**config.mk**
```make
export PLATFORM = sky130hd
export DESIGN_NAME = bcd_mod_counter
export DESIGN_NICKNAME = d
export VERILOG_FILES = /design/src/rtl/bcd_mod_counter.sv
export SDC_FILE = /design/constraint.sdc
export NUM_CORES = 1
export LEC_CHECK = 0
export ABC_AREA = 1
export CAP_MARGIN = 10
export CORE_ASPECT_RATIO = 0.5
export CORE_UTILIZATION = 60
export DETAILED_ROUTE_END_ITERATION = 6
export DONT_BUFFER_PORTS = 1
export PLACE_DENSITY = 0.74
export SLEW_MARGIN = 40
export SYNTH_ARGS = -nofsm -noshare
export SYNTH_HDL_FRONTEND = slang
export SYNTH_SLANG_ARGS = --single-unit
```
**constraint.sdc**
```tcl
create_clock -name clk -period 4.6 [get_ports clk]
set_input_delay 1.38 -clock clk [delete_from_list [all_inputs] [get_ports clk]]
set_output_delay 1.38 -clock clk [all_outputs]
set_load 0.02 [all_outputs]
```
**src/rtl/bcd_mod_counter.sv**
```systemverilog
// ---------------------------------------------------------------------------
// bcd_mod_counter
//   Modulo-(L+1) up/down counter for the clock/timer datapath (seconds,
//   minutes, hours, countdown digits). L = min(limit, 99). Supports a
//   synchronous preload, wrap or stop-at-terminal behaviour, a registered
//   one-cycle carry/borrow pulse and a two-digit BCD view of the count.
//   A stage's carry is meant to drive the next stage's en. All stages share
//   one clock.
//
// Parameters
//   WIDTH     : count/limit/load width, 4..7
//   RESET_VAL : count value after reset, <= 99
//   WRAP      : 1 = wrap at the terminal count, 0 = stop at the terminal
//
// Ports
//   clk      in   system clock, rising edge
//   rst      in   asynchronous active-high reset
//   en       in   count enable / chain carry-in
//   up       in   1 = increment, 0 = decrement
//   load     in   synchronous preload strobe (wins over en)
//   load_val in   preload value, clamped to L
//   limit    in   terminal count, may change at any time
//   count    out  registered count
//   tens     out  BCD tens digit of count
//   ones     out  BCD ones digit of count
//   carry    out  registered one-cycle wrap/borrow pulse
//   done     out  count sits at the terminal for the current direction
//                 (stop mode only; always 0 when WRAP=1)
// ---------------------------------------------------------------------------
module bcd_mod_counter #(
  parameter int WIDTH     = 7,
  parameter int RESET_VAL = 0,
  parameter int WRAP      = 1
) (
  input  logic             clk,
  input  logic             rst,
  input  logic             en,
  input  logic             up,
  input  logic             load,
  input  logic [WIDTH-1:0] load_val,
  input  logic [WIDTH-1:0] limit,
  output logic [WIDTH-1:0] count,
  output logic [3:0]       tens,
  output logic [3:0]       ones,
  output logic             carry,
  output logic             done
);

  // All arithmetic is done in a fixed 7-bit domain so the cap at 99 is
  // expressible for every legal WIDTH. Because limit is only WIDTH bits
  // wide, the result is automatically capped at 2^WIDTH-1 for WIDTH < 7.
  localparam logic [6:0]       BCD_MAX   = 7'd99;
  localparam logic [WIDTH-1:0] RST_COUNT = WIDTH'(RESET_VAL);
  localparam bit               WRAP_EN   = (WRAP != 0);

  logic [WIDTH-1:0] count_r;
  logic             carry_r;

  logic [6:0] cnt_w_s;
  logic [6:0] limit_w_s;
  logic [6:0] lim_w_s;
  logic [6:0] load_w_s;
  logic [6:0] load_clamp_s;
  logic [6:0] cnt_nxt_s;
  logic       carry_nxt_s;
  logic       done_s;
  logic [7:0] bcd_s;

  // Split a 0..99 binary value into {tens, ones} BCD digits.
  function automatic logic [7:0] bin_to_bcd(input logic [6:0] v);
    logic [3:0] t;
    logic [3:0] o;
    t = 4'(v / 7'd10);
    o = 4'(v - (7'(t) * 7'd10));
    return {t, o};
  endfunction

  assign cnt_w_s      = 7'(count_r);
  assign limit_w_s    = 7'(limit);
  assign lim_w_s      = (limit_w_s > BCD_MAX) ? BCD_MAX : limit_w_s;
  assign load_w_s     = 7'(load_val);
  assign load_clamp_s = (load_w_s > lim_w_s) ? lim_w_s : load_w_s;

  // Next count / carry: load beats en, en beats hold.
  always_comb begin
    cnt_nxt_s   = cnt_w_s;
    carry_nxt_s = 1'b0;
    if (load) begin
      cnt_nxt_s = load_clamp_s;
    end else if (en) begin
      if (up) begin
        // count >= L also catches a count stranded above a lowered limit.
        if (cnt_w_s < lim_w_s) begin
          cnt_nxt_s = cnt_w_s + 7'd1;
        end else if (WRAP_EN) begin
          cnt_nxt_s   = 7'd0;
          carry_nxt_s = 1'b1;
        end else begin
          cnt_nxt_s = lim_w_s;
        end
      end else begin
        if (cnt_w_s > lim_w_s) begin
          // Limit was lowered under the count: snap down to the new terminal.
          cnt_nxt_s = lim_w_s;
        end else if (cnt_w_s != 7'd0) begin
          cnt_nxt_s = cnt_w_s - 7'd1;
        end else if (WRAP_EN) begin
          cnt_nxt_s   = lim_w_s;
          carry_nxt_s = 1'b1;
        end else begin
          cnt_nxt_s = 7'd0;
        end
      end
    end else begin
      cnt_nxt_s = cnt_w_s;
    end
  end

  // Count and carry registers with asynchronous reset.
  always_ff @(posedge clk or posedge rst) begin
    if (rst) begin
      count_r <= RST_COUNT;
      carry_r <= 1'b0;
    end else begin
      count_r <= WIDTH'(cnt_nxt_s);
      carry_r <= carry_nxt_s;
    end
  end

  // Terminal indication for stop mode, decoded from the count register.
  always_comb begin
    done_s = 1'b0;
    if (!WRAP_EN) begin
      if (up) begin
        done_s = (cnt_w_s >= lim_w_s);
      end else begin
        done_s = (cnt_w_s == 7'd0);
      end
    end else begin
      done_s = 1'b0;
    end
  end

  assign bcd_s = bin_to_bcd(cnt_w_s);
  assign tens  = bcd_s[7:4];
  assign ones  = bcd_s[3:0];
  assign count = count_r;
  assign carry = carry_r;
  assign done  = done_s;

endmodule

```
## Word level (Yosys, flattened, before mapping)

Index checks and enable logic that the tools add are counted.

| word-level totals | value |
|---|---|
| register bits | 8 |
| input bits | 19 |
| word-level logic and storage cells | 27 |

| cells by class | value |
|---|---|
| add/sub/neg operators | 3 |
| divide/modulo/power cells | 1 |
| multiply operators | 1 |
| reductions and logical operators | 2 |
| muxes and demuxes | 14 |
| magnitude comparators | 4 |

Operators with widths:

| cell | number |
|---|---|
| $mux 7 | 8 |
| $gt 7x7->1 | 2 |
| $add 7x1->7 const B | 1 |
| $div 7x4->7 const B | 1 |
| $gt 7x7->1 const B | 1 |
| $lt 7x7->1 | 1 |
| $reduce_bool 7->1 | 1 |
| $sub 7x1->7 const B | 1 |
| $mux 1 | 6 |
| $mul 4x3->3 const B | 1 |
| $sub 4x4->4 | 1 |
| $reduce_bool 2->1 | 1 |

## Longest topological paths before layout

Gate-level depths: netlist of the first run.

| logic depth | value |
|---|---|
| word-level depth | 7 |
| gate-level depth with buffers | 23 |
| gate-level depth less buffers | 22 |

## Least setup slack after synthesis of the first run

OpenSTA, ideal clock, no wires.

| timing | value |
|---|---|
| path type | reg-to-output |
| start | register count_r[6], in the netlist count[6] |
| end | output ones[3] |
| arrival time | 3215 ps |
| setup slack | 5 ps |
| cell stages (with the launch flop) | 22 |
| required time | 3220 ps |
| path through | dfrtp_1 > inv_2 > nor2_4 > nor2_1 > inv_2 > nand2_4 > nand2_4 > nand2_1 > nand2_1 > inv_1 > a21oi_1 > ha_1 > nand3b_1 > nand2_1 > nand2_1 > ha_1 > inv_1 > fa_1 > inv_1 > xor2_1 > nand3_1 > nand2_1 |

| on the way | value |
|---|---|
| longest elaborated chain between the ends | 3 |

Ends and longest elaborated chain:

| what | line | text |
|---|---|---|
| from (decl) | 56 | `logic [WIDTH-1:0] count_r;` |
| from (signal assigned) | 125 | `count_r <= WIDTH'(cnt_nxt_s);` |
| $div 7x4->7 | 73 | `t = 4'(v / 7'd10);` |
| net tens[2] | 43 | `output logic [3:0] tens,` |
| $mul 4x3->3 | 74 | `o = 4'(v - (7'(t) * 7'd10));` |
| $sub 4x4->4 | 74 |  |
| to (decl) | 44 | `output logic [3:0] ones,` |

The timed path passes the listed nets, and every way through them passes these cells.

## Worst setup path after layout of the first run

| timing | value |
|---|---|
| start | register count_r[6], in the netlist count[6] |
| end | output ones[3] |

| on the way | value |
|---|---|
| longest elaborated chain between the ends | 3 |

Ends and longest elaborated chain:

| what | line |
|---|---|
| $div 7x4->7 | 73 |
| $mul 4x3->3 | 74 |
| $sub 4x4->4 | 74 |

No other way between the ends.

==> results by group, run 1 <==
Run status
  – Outcome: finished clean

Floorplan
  – Die Ht: 39.10 µm
  – IO Pins: 36
  – Die X: 76.20 µm
  – Core ar.: 0.002603 mm²
  – Area of the die: 0.002979 mm²
  – Starting Density: 63.46%
  – Rows: 13

Yosys
  – Net count after synthesis: 319
  – Seq/Total Area, Yosys: 12.12%
  – Yosys warning count: 0
  – Top cells by count, synth: 84 x nand2_1, 41 x inv_1, 34 x nand3_1, 25 x nor2_1, 20 x ha_1
  – Top cells by area, synth: nand2_1 19%, ha_1 15%, dfrtp_1 12%, nand3_1 10%, inv_1 9.3%
  – Syn_area_per_cell: 5.920 µm²
  – Post-synth EDFFs: 0
  – Post-synth top area share: 19.09%
  – Post-synthesis cell area: 0.001652 mm²
  – Post-synth top area cell: nand2_1
  – Most frequent cell after synthesis: nand2_1
  – Synth cell types: 31
  – Synth async-reset ratio: 100.0%
  – Yosys reg bits: 8
  – Synth Instances: 279
  – Synth Flop Type: dfrtp_1

Critical path
  – Worst-path maximum fanout: 7
  – Startpoint types: register
  – FF-to-FF Start: count[0]
  – CP peak stage delay: 0.43 ns
  – CP max-delay cell: dfrtp_2
  – CP Cell Sequence: inv_4 > nand2_1 > nand3_2 > nand2_4 > nand2_4 > nand2_4 > nand2_1 > nand2_1 > inv_2 > a21oi_4 > ha_1 > nand3b_1 > nand2_1 > nand2_1 > ha_1 > inv_1 > fa_1 > inv_1 > xor2_2 > nand3_1 > nand2_2
  – Origin of the worst setup path: count[6]
  – Crit-path most repeated cell: nand2_1
  – FF-to-FF setup slack: 2.02 ns
  – Worst Path Required: 3.22 ns
  – CP Class: reg -> out
  – CP Capture Type: primary output
  – Worst Path Arrival: 2.98 ns

Hold path
  – Worst Hold Class: reg -> reg
  – Hold path startpoint: count[0]

Final layout
  – Post-route cell area: 0.001798 mm²
  – Cell Count, Final, Fillers Out: 323
  – Ant. Diodes: 0
  – Final nets: 328
  – Share of layout cells above drive strength 1: 14.69%
  – Layout area overhead: 8.863%

Power and ir drop
  – Pwr Density: 404.8 mW/mm²
  – Total Power Consumption: 727.8 µW
  – VDD IR-drop max: 296.2 µV
  – Static Leakage: 0.001039 µW

Clocking
  – H-tree levels: 1
  – Total CTS buffers: 3
  – Worst-path clk slew: 0.04 ns
  – Clk_lat worst skew: 0.23 ns
  – Max Buffers Root-to-Sink: 2
  – # clock sinks: 8
  – CTS tree: yes
  – Clk Tree Root Cell: clkbuf_8

Routing
  – DR WL/cell: 13.05 µm
  – Vias: 1,748
  – DRC: 0
  – Detail Route Antenna Nets: 0
  – DRT Wirelength: 4.215 mm
  – Drt pass-1 iters: 4
  – Starting DRT DRC Count: 169
  – Vias per inst: 5.412

GRT
  – Pin count of the biggest net entering global routing: 12
  – Total GRT Usage: 28.94%
  – Initial antenna violation count: 0
  – Global-route wire length before repair: 6.548 mm
  – Number of global-route vias before repair: 1,450
  – Grt ovf: 0

Timing
  – Max Transition Viols Final: 0
  – Peak Freq: 229.3 MHz
  – Setup TNS: 0 ns
  – Endpoints failing hold: 0
  – Fin crit share: 94.79%
  – Final setup viols: 0
  – Minimum clock period: 4.361 ns
  – Worst Skew: 0.002628 ns
  – WHS: 0.7656 ns

Flow run
  – Max Cap Viol: 0

Place
  – DP Cell Count: 318
  – Post-DP Area: 0.001712 mm²
  – Detailed Place HPWL: 3.349 mm
  – RD Place Congestion: 0.9491
  – Buffers added on ports: 0
cell type report:
cell class	instances	area, µm²
multi-input cells	217	1244
fillers	251	804.5
flip-flops and latches	8	203.9
inverters	48	187.7
repair buffers	10	75.07
well taps	37	46.29
clock buffers	3	41.29
flip-flops by register name (all words and copies together), names as in the netlist:
name	count
carry	1
count	7
power by group:
part	total, µW	internal, µW	leakage, µW	switching (µW)
clock	84.1	56.7	0.0000216	27.4
sequential	111	83.3	0.0000940	27.2
combinational	533	181	0.000923	352
cells by family after synthesis:
kind of cell	synth area share [%]
and+or+nand+nor	46.36
adders and majority gates	16.36
AOI/OAI and AO/OA	7.197
buffers and inverters	14.01
other	0.2271
DFF	12.12
xor gates and xnor gates	3.712
final timing paths:
path,endpoint,cells after the start
max,ones[3],21
min,count[0],2
max reg2reg,count[5],10
min reg2reg,count[0],2
max in group asynchronous,count[4],1
min in group asynchronous,count[1],1
stage by stage:
| step | utilization (%) | worst slack (ns) |
|---|---|---|
| global route | 69.09 | -0.006404 |
| global placement | 65.77 | 0.3568 |
| detailed placement | 65.77 | 0.2407 |
| finish | 69.09 | 0.2395 |
| CTS | 67.50 | 0.09183 |
| floorplan | - | 0.004754 |
repair_timing:
| item | 4_1_cts | 5_1_grt |
|---|---|---|
| buffers inserted | 0 | 2 |
| pin swaps | 0 | 4 |
| hold buffers | 0 | 0 |
| setup endpoints to repair | 1 | 1 |
| gates resized for setup | 1 | 10 |
layer usage:
| metal | wire, µm | track usage [%] | up-vias |
|---|---|---|---|
| li1 | - | - | 901 |
| met1 | 2066 | 41.00 | 777 |
| met2 | 1877 | 51.14 | 68 |
| met3 | 260 | 1.647 | 2 |
| met4 | 10 | 2.885 | 0 |
| met5 | 0 | 0 | - |
critical path: cells and delay by family (launching register included):
family          cells  cell delay (ns)
simple gates       12             1.00
fa+ha+maj           3             0.74
flops               1             0.43
buf+inv             4             0.28
compound gates      1             0.16
xor+xnor            1             0.15
layout by cell type, fill, tap and decap left out, types with 2 or more instances in the layout:
cell type	count
nand2_1	83
inv_1	39
nand3_1	34
nor2_1	24
ha_1	20
a21oi_1	17
buf_4	10
nand4_1	8
inv_2	6
xor2_1	5
dfrtp_1	5
nand2_4	4
nor2_2	3
nand3_2	3
clkbuf_8	3
dfrtp_2	3
nor2_4	2
nand2_2	2
No activity file was read; power rests on OpenSTA's default activity.
==> run 2: changes to the inputs <==
CORE_MARGIN = 8   (was default)
PLACE_DENSITY = default   (was 0.74)
PLACE_DENSITY_LB_ADDON = 0.1   (was default)
clock period = 5.66 ns   (was 4.6 ns; I/O delays follow)
==> run 2 against run 1 <==
  * Die area grew 61%
  * Final cell count shrank 2.2%
  * First-iteration DRC count grew 11%
  * Non-clock buffer count shrank 7
  * Worst hold slack lost 0.061 ns
  * Utilization shrank 2.9 points
  * Clock power shrank 15%
  * Sequential share of layout area grew 0.49 points
  * Global-route usage shrank 11 points
  * Critical path depth is the same
  * Final area shrank 4.2%
  * Flip-flop and latch count is the same
  * Critical endpoint unchanged
  * Largest power group unchanged
  * Highest routed layer unchanged
==> results by group, run 2 (synthesis gave the netlist of run 1 again) <==
Critical path
  – WP buf/inv: 5
  – CP max-delay cell: dfrtp_2
  – Worst Path Required: 3.96 ns
  – Family with the most delay on the worst path: simple AND/OR/NAND/NOR gates
  – Startpoint types: register
  – CP peak stage delay: 0.50 ns
  – Worst Path Arrival: 3.57 ns
  – CP Capture Type: primary output
  – CP Class: reg -> out
  – Crit-path most repeated cell: nand2_1
  – Worst-path maximum fanout: 7
  – CP Cell Sequence: inv_2 > nor2_4 > nor2_1 > inv_2 > nand2_4 > nand2_4 > nand2_1 > nand2_1 > inv_1 > a21oi_2 > ha_1 > nand3b_1 > nand2_1 > nand2_1 > ha_1 > inv_1 > fa_1 > inv_1 > xor2_1 > nand3_1 > nand2_1

Power and ir drop
  – VDD IR-drop max: 169.5 µV
  – Pwr Density: 320.8 mW/mm²
  – Static Leakage: 0.001004 µW
  – Total Power Consumption: 552.8 µW

Timing
  – Final setup viols: 0
  – Peak Freq: 189.9 MHz
  – Setup TNS: 0 ns
  – Max Transition Viols Final: 0
  – Minimum clock period: 5.267 ns
  – Endpoints failing hold: 0
  – Worst Skew: 0.006008 ns
  – RSZ-0062 raised after global routing: false
  – Fin crit share: 93.05%
  – Setup WS post-layout: 0.3934 ns

Flow run
  – Max Cap Viol: 0

Routing
  – Detail Route Antenna Nets: 0
  – Vias: 1,721
  – Vias per inst: 5.446
  – DRC: 0
  – DR WL/cell: 13.81 µm
  – Drt pass-1 iters: 4
  – DRT Wirelength: 4.364 mm
  – Starting DRT DRC Count: 187

Final layout
  – Share of layout cells above drive strength 1: 10.75%
  – Fill count: 250
  – Max reg flops: 7
  – Multi-input logic area: 0.001224 mm²
  – Final nets: 321
  – Commonest non-fill, non-tap cells in the layout: 84 x nand2_1, 41 x inv_1, 34 x nand3_1, 25 x nor2_1, 20 x ha_1
  – Ant. Diodes: 0
  – Post-route cell area: 0.001723 mm²
  – Register Area: 203.9 µm²
  – Layout area overhead: 4.318%
  – Most common library cell in the layout ignoring fill and taps: nand2_1

Place
  – RD Place Congestion: 0.9086
  – Detailed Place HPWL: 3.541 mm
  – Post-DP Area: 0.001674 mm²
  – Buffers added on ports: 0
  – Post-Place Setup Slack: 0.3811 ns

Floorplan
  – Core ar.: 0.002603 mm²
  – IO Pins: 36
  – Starting Density: 63.46%
  – Die Ht: 53.10 µm
  – Area of the die: 0.004789 mm²
  – Die X: 90.20 µm
  – Rows: 13

GRT
  – Pin count of the biggest net entering global routing: 12
  – Total GRT Usage: 18.40%
  – Global-route wire length before repair: 7.224 mm
  – Initial antenna violation count: 0
  – Grt ovf: 0
  – Number of global-route vias before repair: 1,560

Clocking
  – Clk Tree Root Cell: clkbuf_8
  – Setup bufs post-CTS: 0
  – Clk_lat worst skew: 0.24 ns
  – Total CTS buffers: 3
  – CTS tree: yes
  – # clock sinks: 8
  – H-tree levels: 1
  – Worst-path clk slew: 0.04 ns
  – Max Buffers Root-to-Sink: 2

Hold path
  – Worst Hold Class: reg -> reg

Run status
  – Outcome: finished clean
## run 2: repair_timing
item,in CTS,in global routing
hold buffers,0,0
setup endpoints to repair,0,1
resized for setup,0,4
## run 2: through the flow
stage               cells  hold slack [ns]  util [%]
global placement      313           0.7565     64.33
detailed placement    313           0.7746     64.33
floorplan             279           0.6469         -
CTS                   316           0.7778     65.91
global route          316           0.7501     66.20
finish                316           0.7045     66.20
## run 2: power breakdown
| group | internal, µW | leakage (µW) | switching [µW] | total, µW |
|---|---|---|---|---|
| clock network | 46.3 | 0.0000216 | 25.2 | 71.5 |
| logic | 119 | 0.000889 | 265 | 384 |
| registers | 67.6 | 0.0000940 | 29.9 | 97.5 |
| total | 233 | 0.00100 | 320 | 553 |
## run 2: metal layers
layer	track usage [%]	wire length [µm]	part of all wire [%]
met1	24.09	2080	48
met2	30.15	1847	42
met3	3.380	372	8.5
met5	0	0	0
met4	6.540	64	1.5
## run 2: layout make-up
class | instances | share of cell area, %
repair buffers | 3 | 1.307
well taps | 37 | 2.687
inverters | 48 | 10.75
clock buffers | 3 | 2.397
flip-flops and latches | 8 | 11.84
multi-input cells | 217 | 71.02
## run 2: worst min-delay path: cells and delay by family, from the launching register on
kind	cells	cell delay, ns
and+or+nand+nor	1	0.13
AOI/OAI and AO/OA	1	0.04
DFF	1	0.49
## run 2: path summary, 6_finish.rpt
| kind | start | to | slack (ns) | cells after the start |
|---|---|---|---|---|
| max | count[6] | ones[3] | 0.39 | 21 |
| min | count[6] | count[6] | 0.70 | 2 |
| max reg2reg | count[0] | count[0] | 3.15 | 16 |
| min reg2reg | count[6] | count[6] | 0.70 | 2 |
| max in group asynchronous | rst | count[6] | 4.08 | 1 |
| min in group asynchronous | rst | count[3] | 1.31 | 1 |
